File: src/rtl/wb_arbiter.sv
// wb_arbiter: register file write-port owner. Arbitrates between the ALU
// result path and a buffered long-latency (load/mul) result queue, and keeps
// a pending-destination scoreboard for decode stalls.
// Optional feature: define WB_FAIR_EN to enable the queue starvation guard.
module wb_arbiter #(
    parameter int unsigned DWIDTH     = 32,
    parameter int unsigned DEPTH      = 4,
    parameter int unsigned STARVE_MAX = 3
) (
    input  logic              clk,
    input  logic              rst,
    input  logic              iss_valid,
    input  logic [4:0]        iss_rd,
    input  logic              alu_valid,
    output logic              alu_ready,
    input  logic [4:0]        alu_rd,
    input  logic [DWIDTH-1:0] alu_data,
    input  logic              lsu_valid,
    output logic              lsu_ready,
    input  logic [4:0]        lsu_rd,
    input  logic [DWIDTH-1:0] lsu_data,
    output logic              we,
    output logic [4:0]        rdst_id,
    output logic [DWIDTH-1:0] rdst,
    output logic [31:0]       pend
);

    localparam int unsigned RW = 5;
    localparam int unsigned PW = (DEPTH > 1) ? $clog2(DEPTH) : 1;
    localparam int unsigned CW = $clog2(DEPTH + 1);

    // Elaboration-time parameter sanity checks
    if (DEPTH < 2 || (DEPTH & (DEPTH - 1)) != 0) begin : g_depth_chk
        $error("wb_arbiter: DEPTH must be a power of two >= 2");
    end
    if (STARVE_MAX < 1) begin : g_starve_chk
        $error("wb_arbiter: STARVE_MAX must be >= 1");
    end

    typedef struct packed {
        logic [RW-1:0]     rd;
        logic [DWIDTH-1:0] data;
    } wb_entry_t;

    wb_entry_t     q_mem [DEPTH];
    logic [PW-1:0] wr_ptr;
    logic [PW-1:0] rd_ptr;
    logic [CW-1:0] count;

    wb_entry_t     head_c;
    logic          q_empty_c;
    logic          push_c;
    logic          pop_c;
    logic          alu_win_c;
    logic [31:0]   pend_next_c;

    assign head_c    = q_mem[rd_ptr];
    assign q_empty_c = (count == '0);
    assign lsu_ready = (count != CW'(DEPTH));
    assign push_c    = lsu_valid && lsu_ready;
    assign alu_win_c = alu_valid && alu_ready;
    assign pop_c     = !alu_win_c && !q_empty_c;

`ifdef WB_FAIR_EN
    localparam int unsigned SW = $clog2(STARVE_MAX + 1);

    logic [SW-1:0] starve_cnt;

    // Queue wins unconditionally once it has lost STARVE_MAX times in a row
    assign alu_ready = !((starve_cnt == SW'(STARVE_MAX)) && !q_empty_c);

    // Count consecutive arbitrations the non-empty queue loses to the ALU
    always_ff @(posedge clk) begin
        if (rst) begin
            starve_cnt <= '0;
        end else if (pop_c || q_empty_c) begin
            starve_cnt <= '0;
        end else begin
            starve_cnt <= starve_cnt + SW'(1);
        end
    end
`else
    assign alu_ready = 1'b1;
`endif

    // Queue storage; contents are don't-care while their slot is empty
    always_ff @(posedge clk) begin
        if (push_c) begin
            q_mem[wr_ptr] <= '{rd: lsu_rd, data: lsu_data};
        end
    end

    // Queue pointers and occupancy
    always_ff @(posedge clk) begin
        if (rst) begin
            wr_ptr <= '0;
            rd_ptr <= '0;
            count  <= '0;
        end else begin
            if (push_c) begin
                wr_ptr <= wr_ptr + PW'(1);
            end
            if (pop_c) begin
                rd_ptr <= rd_ptr + PW'(1);
            end
            case ({push_c, pop_c})
                2'b10:   count <= count + CW'(1);
                2'b01:   count <= count - CW'(1);
                default: count <= count;
            endcase
        end
    end

    // Scoreboard update: pop clears, issue sets, set wins on collision
    always_comb begin
        pend_next_c = pend;
        if (pop_c && head_c.rd != '0) begin
            pend_next_c[head_c.rd] = 1'b0;
        end
        if (iss_valid && iss_rd != '0) begin
            pend_next_c[iss_rd] = 1'b1;
        end
        pend_next_c[0] = 1'b0;
    end

    // Scoreboard register
    always_ff @(posedge clk) begin
        if (rst) begin
            pend <= '0;
        end else begin
            pend <= pend_next_c;
        end
    end

    // Register file write port; writes to x0 are swallowed
    always_ff @(posedge clk) begin
        if (rst) begin
            we      <= 1'b0;
            rdst_id <= '0;
            rdst    <= '0;
        end else begin
            we <= 1'b0;
            if (alu_win_c) begin
                if (alu_rd != '0) begin
                    we      <= 1'b1;
                    rdst_id <= alu_rd;
                    rdst    <= alu_data;
                end
            end else if (pop_c) begin
                if (head_c.rd != '0) begin
                    we      <= 1'b1;
                    rdst_id <= head_c.rd;
                    rdst    <= head_c.data;
                end
            end
        end
    end

endmodule

File: config.mk
export PLATFORM = sky130hd
export DESIGN_NAME = wb_arbiter
export DESIGN_NICKNAME = d
export VERILOG_FILES = /design/src/rtl/wb_arbiter.sv
export SDC_FILE = /design/constraint.sdc
export NUM_CORES = 1
export LEC_CHECK = 0
export ABC_AREA = 1
export CORE_ASPECT_RATIO = 0.6
export CORE_MARGIN = 4
export CORE_UTILIZATION = 55
export DETAILED_ROUTE_END_ITERATION = 16
export GPL_ROUTABILITY_DRIVEN = 1
export PLACE_DENSITY = 0.79
export SYNTH_ARGS = -nofsm -noshare
export SYNTH_HDL_FRONTEND = slang
export SYNTH_SLANG_ARGS = --single-unit
File: constraint.sdc
create_clock -name clk -period 6.4 [get_ports clk]
set_input_delay 1.28 -clock clk [delete_from_list [all_inputs] [get_ports clk]]
set_output_delay 1.28 -clock clk [all_outputs]
set_load 0.1 [all_outputs]
==> results of run 1 <==
[power groups by stage]
stage               clock network (µW)  logic [µW]  registers [µW]
finish                            1210        1550            1780
floorplan                            0         704            2240
CTS                               1220        1540            1780
detailed placement                   0        1530            1810
global placement                     0        1510            1810
global route                      1280        1660            1800
[through the flow]
stage	cells	area [µm²]	hold slack, ps	setup slack (ps)	total power [µW]
3_3_place_gp	1310	11100	448	2630	3320
2_1_floorplan	978	9470	437	2800	2940
5_1_grt	1347	11800	487	2140	4750
4_1_cts	1347	11800	464	2510	4540
3_5_place_dp	1310	11100	456	2520	3340
6_report	1347	11800	462	2430	4540
[per-layer routing]
layer,share of wire,global-route usage
met5,0,0
met4,0.015,0.0452
met3,0.093,0.0399
met2,0.43,0.370
met1,0.46,0.396
[final cells by class]
cell class	count	area (µm²)	share of cell area
Sequential cell	226	6010	0.510
Multi-Input combinational cell	666	3120	0.265
Clock inverter	10	96.3	0.00817
Tap cell	228	285	0.0242
Timing Repair Buffer	166	1620	0.138
Clock buffer	27	558	0.0474
Inverter	24	90.1	0.00764
[cells in the mapped netlist, types with 2 or more instances]
cell	instances
nand2_1	237
edfxtp_1	148
nor2_1	131
o21ai_0	85
dfxtp_1	78
a21oi_1	76
clkbuf_1	40
nand3_1	39
nand3b_1	37
o22ai_1	32
inv_1	21
nor3_1	12
buf_2	10
buf_4	5
ha_1	5
nand2_2	5
buf_6	4
buf_1	3
conb_1	2
inv_2	2
[how the worst min path moves through the flow]
stage,startpoint,endpoint,slack [ps]
2_1_floorplan,rd_ptr[1],flip-flop,440
3_3_place_gp,pend[31],pend[31],450
3_5_place_dp,pend[25],pend[25],460
4_1_cts,pend[13],pend[13],460
5_1_grt,pend[25],pend[25],490
6_report,pend[25],pend[25],460
[registers in the layout, indices dropped and copies added (netlist names), named ones only]
register  count
rd_ptr        2
rdst         32
q_mem       148
count         3
pend         31
rdst_id       5
wr_ptr        2
we            1
[tightest hold or removal path, cell delays in order (launching register included)]
cell,delay (ps)
dfxtp_1,310
nand2_1,60
a21oi_1,50
[layout by cell type, fill, tap and decap left out, types with 2 or more instances in the layout]
cell             Yosys  routed
clkbuf_16            0      21
bufinv_16            0       2
nand2_1            237     237
clkdlybuf4s50_1      0     152
ha_1                 5       5
nand3_1             39      39
inv_2                2       2
inv_1               21      21
conb_1               2       2
edfxtp_1           148     148
dfxtp_1             78      77
nor2_1             131     127
clkinv_1             1       4
clkbuf_1            40       5
o21ai_0             85      85
clkinv_2             0       5
nand2_2              5       5
o22ai_1             32      32
nor3_1              12      12
a21oi_1             76      76
buf_4                5      13
nand3b_1            37      37
nor2_4               0       4
[kinds of logic (layout without fill, tap and decap cells)]
| kind of cell | after synthesis | count (layout) | synth area share |
|---|---|---|---|
| adders and majority gates | 6 | 6 | 0.00872 |
| DFF | 226 | 226 | 0.634 |
| and+or+nand+nor | 463 | 463 | 0.207 |
| other | 2 | 2 | 0.000793 |
| buffers and inverters | 86 | 227 | 0.0406 |
| AOI/OAI and AO/OA | 195 | 195 | 0.109 |
==> results_dict.tcl, run 1 <==
set metrics [dict create \
    grt_usage 0.250 \
    dieWidth_um 177 \
    cp_max_fo 55 \
    first_pass_iters 5 \
    drt_iter0_drc 989 \
    fin_util 0.713 \
    hpwlAfterDp_mm 15.8 \
    critical_path_class "reg2reg" \
    cp.required_ps 6780 \
    min_path_type "reg2reg" \
    antenna_found_initial 0 \
    grt_max_degree 76 \
    combPwrFrac 0.341 \
    maxCapViolations 0 \
    n_antenna_cell 0 \
    power.density_nw_per_um2 385 \
    initial_core_util 0.573 \
    path_depth 13 \
    worst_pin_slew_ps 1270 \
    period_needed_ps 3970 \
    dieArea_um2 19400 \
    postCtsSetupRepairBufs 0 \
    core-area_um2 16500 \
    cp-endpoint "rdst[23]" \
    synth_top_cell_area_share 0.469 \
    cts_buffers 21 \
    clk_pin_slew_ps 60 \
    netlist_instances 978 \
    final_nets 1195 \
    fin_crit_sh 0.620 \
    ctsHoldBuffers 0 \
    syn_nets 1068 \
    num_io_pins 156 \
    die_y_um 110 \
    cts_sinks 226 \
    final_max_slew_viol_count 0 \
    ctsLongestPathBuffers 3 \
    yosysWarnings 0 \
    fillers 1229 \
    tns_ps 0 \
    portBuffers 153 \
    area.growth.synth_to_final_pct 24.5 \
    routedWlPerCell_um 18.1 \
    min_path_cells 2 \
    wl_mm 24.4 \
    root_buffer "clkbuf_16" \
    status "finished clean" \
    htreeDepth 1 \
    synth_ff_type "edfxtp_1" \
    path_cells "buf_4 > inv_1 > buf_4 > nand3_1 > nand2_1 > nand2_1 > inv_2 > nand2_2 > nand2_2 > buf_4 > nand3b_1 > nand2_1 > nor2_1" \
    path_delay_family "buffers and inverters" \
    slowest_stage "nand2_2" \
    relSlewSlack 0.145 \
    crit_buf_inv 5 \
    skew_ps 7.61 \
    grt_overflow_total 0 \
    reg2regPathDepth 13 \
    final_antenna_net_count 0 \
    ctsResizeCount 0 \
    seq_power_share 0.393 \
    synth-async-reset-ratio 0 \
    irDropWorstVdd_uv 204 \
    end_kind "flip-flop" \
    syn-cell-area_um2 9470 \
    synth_edf_count 148 \
    vias 7575 \
    switching_share 0.380 \
    ys_ff_latch 226 \
    rows 36 \
    ff2ff_setup_slack_ps 2430 \
    worstReg2RegEnd "rdst[23]" \
    cts_tree "yes" \
    drc_errors 0 \
    fmax_mhz 252 \
    syn_area_per_cell_um2 9.68 \
    internal_power_uw 2810 \
    p_sw_uw 1720 \
    grt_pass1_vias 6988 \
    clockPowerShare 0.266 \
    crit_arrival_ps 4350 \
    yosys-top-cells-area "edfxtp_1, dfxtp_1, nand2_1, nor2_1, o21ai_0" \
    synth_top_cell_by_area "edfxtp_1" \
    rsz0062_at_grt "false" \
    grt_pass1_wl_mm 38.3 \
    place_congestion 0.864 \
    worst_setup_path_start_kind "flip-flop" \
    synthDistinctLibCells 26 \
    hold_viol_final 0 \
    clk_latency_ps 490 \
    via_per_inst 5.62 \
    p_leak_uw 0.00431 \
    drive_gt1_frac 0.0527 \
    cp_slowest_stage_delay_ps 890 \
    setup_viol 0 \
    yosysSeqAreaShare 0.634 \
]
Power figures use the tool's default switching activity.
==> run 2: changes to the inputs <==
CORE_UTILIZATION = 53   (was 55)
PLACE_DENSITY = 0.76   (was 0.79)
clock period = 3.7 ns   (was 6.4 ns; I/O delays follow)
==> run 2 against run 1 <==
- clock power rose by 60%
- first-iteration DRC count fell by 12%
- core utilization fell by 3.0 points
- sequential power rose by 74%
- non-clock buffer count rose by 5
- combinational power rose by 77%
- hold slack improved by 2.8 ps
- clock-buffer cell count rose by 2
- register-to-register slack got worse by 1500 ps
- worst setup slack got worse by 1600 ps
- critical path type is now reg2out
- critical endpoint is now lsu_ready
==> results_dict.tcl, run 2 (synthesis gave the netlist of run 1 again) <==
set metrics [dict create \
    status "finished clean" \
    top_regs "q_mem (148), rdst (32), pend (31)" \
    tns_ps 0 \
    antenna_found_initial 1 \
    clockPowerShare 0.250 \
    fmax_mhz 343 \
    drc_errors 0 \
    period_needed_ps 2910 \
    num_io_pins 156 \
    dp_slack_ps 822 \
    power.density_nw_per_um2 657 \
    clk_pin_slew_ps 60 \
    p_sw_uw 3020 \
    worst_setup_path_start_kind "flip-flop" \
    initial_core_util 0.547 \
    area.growth.synth_to_final_pct 24.8 \
    root_buffer "clkbuf_16" \
    top_register "q_mem" \
    grt_overflow_total 0 \
    cp_slowest_stage_delay_ps 1140 \
    cp_max_fo 3 \
    maxCapViolations 0 \
    postCtsSetupRepairBufs 0 \
    critical_path_class "reg2out" \
    end_kind "output port" \
    die_y_um 112 \
    cts_buffers 21 \
    slowest_stage "clkdlybuf4s50_1" \
    crit_buf_inv 2 \
    ctsResizeCount 0 \
    relSlewSlack 0.310 \
    clk_latency_ps 500 \
    cts_sinks 226 \
    path_cells "inv_1 > nand3_1 > clkdlybuf4s50_1" \
    grt_max_degree 76 \
    grt_pass1_vias 7057 \
    p_leak_uw 0.00433 \
    setup_viol 0 \
    drive_gt1_frac 0.0552 \
    ctsLongestPathBuffers 3 \
    combPwrFrac 0.353 \
    path_delay_family "buffers and inverters" \
    seq_power_share 0.397 \
    grt_pass1_wl_mm 38.8 \
    cp.required_ps 2960 \
    ff2ff_setup_slack_ps 940 \
    htreeDepth 1 \
    rows 37 \
    instances_no_fill 1359 \
    worst_pin_slew_ps 1030 \
    switching_share 0.389 \
    crit_arrival_ps 2170 \
    drt_iter0_drc 873 \
    final_cell_mix "nand2_1, clkdlybuf4s50_1, edfxtp_1" \
    final_max_slew_viol_count 0 \
    setup_ws_ps 786 \
    hpwlAfterDp_mm 16.2 \
    irDropWorstVdd_uv 356 \
    rsz0062_at_grt "false" \
    ctsHoldBuffers 0 \
    cts_tree "yes" \
    largest_reg_flops 148 \
    skew_ps 11.0 \
    final_nets 1200 \
    place_congestion 0.885 \
    wl_mm 25.1 \
    min_path_type "reg2reg" \
    vias 7565 \
    place_inst 1321 \
    fillers 1395 \
    grt_usage 0.239 \
    fin_crit_sh 0.788 \
    layout_commonest_cell "nand2_1" \
    via_per_inst 5.57 \
    routedWlPerCell_um 18.5 \
    portBuffers 153 \
    hold_viol_final 0 \
    core-area_um2 17300 \
    dieArea_um2 20100 \
    dieWidth_um 181 \
    final_antenna_net_count 0 \
    internal_power_uw 4750 \
    first_pass_iters 5 \
]
run 2: worst reg2reg max path, cell delays in order, from the launching register on:
cell and delay [ps]:
dfxtp_1 310, inv_1 590, nand3_1 240, nand2_2 220, nand2_1 90, nor2_2 120, nand2_2 290, nand2_2 180
buf_12 300, nand3b_1 180, nand2_1 80, nor2_1 50
run 2: area by class of cell:
type / count / area, µm² / share of cell area
Timing Repair Buffer: 171 / 1700 / 0.144
Multi-Input combinational cell: 666 / 3120 / 0.264
Clock inverter: 8 / 36.3 / 0.00307
Antenna cell: 1 / 2.50 / 0.000212
Sequential cell: 226 / 6010 / 0.508
Clock buffer: 29 / 566 / 0.0479
Inverter: 24 / 90.1 / 0.00762
Tap cell: 234 / 293 / 0.0248
run 2: stage by stage:
| stage | hold WS [ps] | cell area (µm²) | power [µW] | util |
|---|---|---|---|---|
| 5_1_grt | 478 | 11800 | 8120 | 0.683 |
| 4_1_cts | 464 | 11800 | 7780 | 0.682 |
| 3_3_place_gp | 449 | 11200 | 5790 | 0.648 |
| 3_5_place_dp | 455 | 11200 | 5840 | 0.648 |
| 6_report | 465 | 11800 | 7770 | 0.683 |
| 2_1_floorplan | 437 | 9470 | 5090 | - |
run 2: worst paths after layout:
check            start         to  depth (start not counted)
min reg2reg   pend[10]   pend[10]                          2
min           pend[10]   pend[10]                          2
max           count[1]  lsu_ready                          3
max reg2reg  flip-flop    rdst[6]                         11
run 2: power by group through the flow:
stage / clock [µW] / combinational, µW / sequential (µW)
floorplan: 0 / 1220 / 3870
global placement: 0 / 2650 / 3130
detailed placement: 0 / 2700 / 3140
CTS: 1980 / 2720 / 3090
global route: 2080 / 2930 / 3110
finish: 1940 / 2740 / 3090
run 2: layer usage:
metal,vias up,wire length (µm),global-route usage
li1,3618,-,-
met2,327,10700,0.350
met4,0,383,0.0534
met3,33,2180,0.0467
met1,3587,11800,0.372
met5,-,0,0
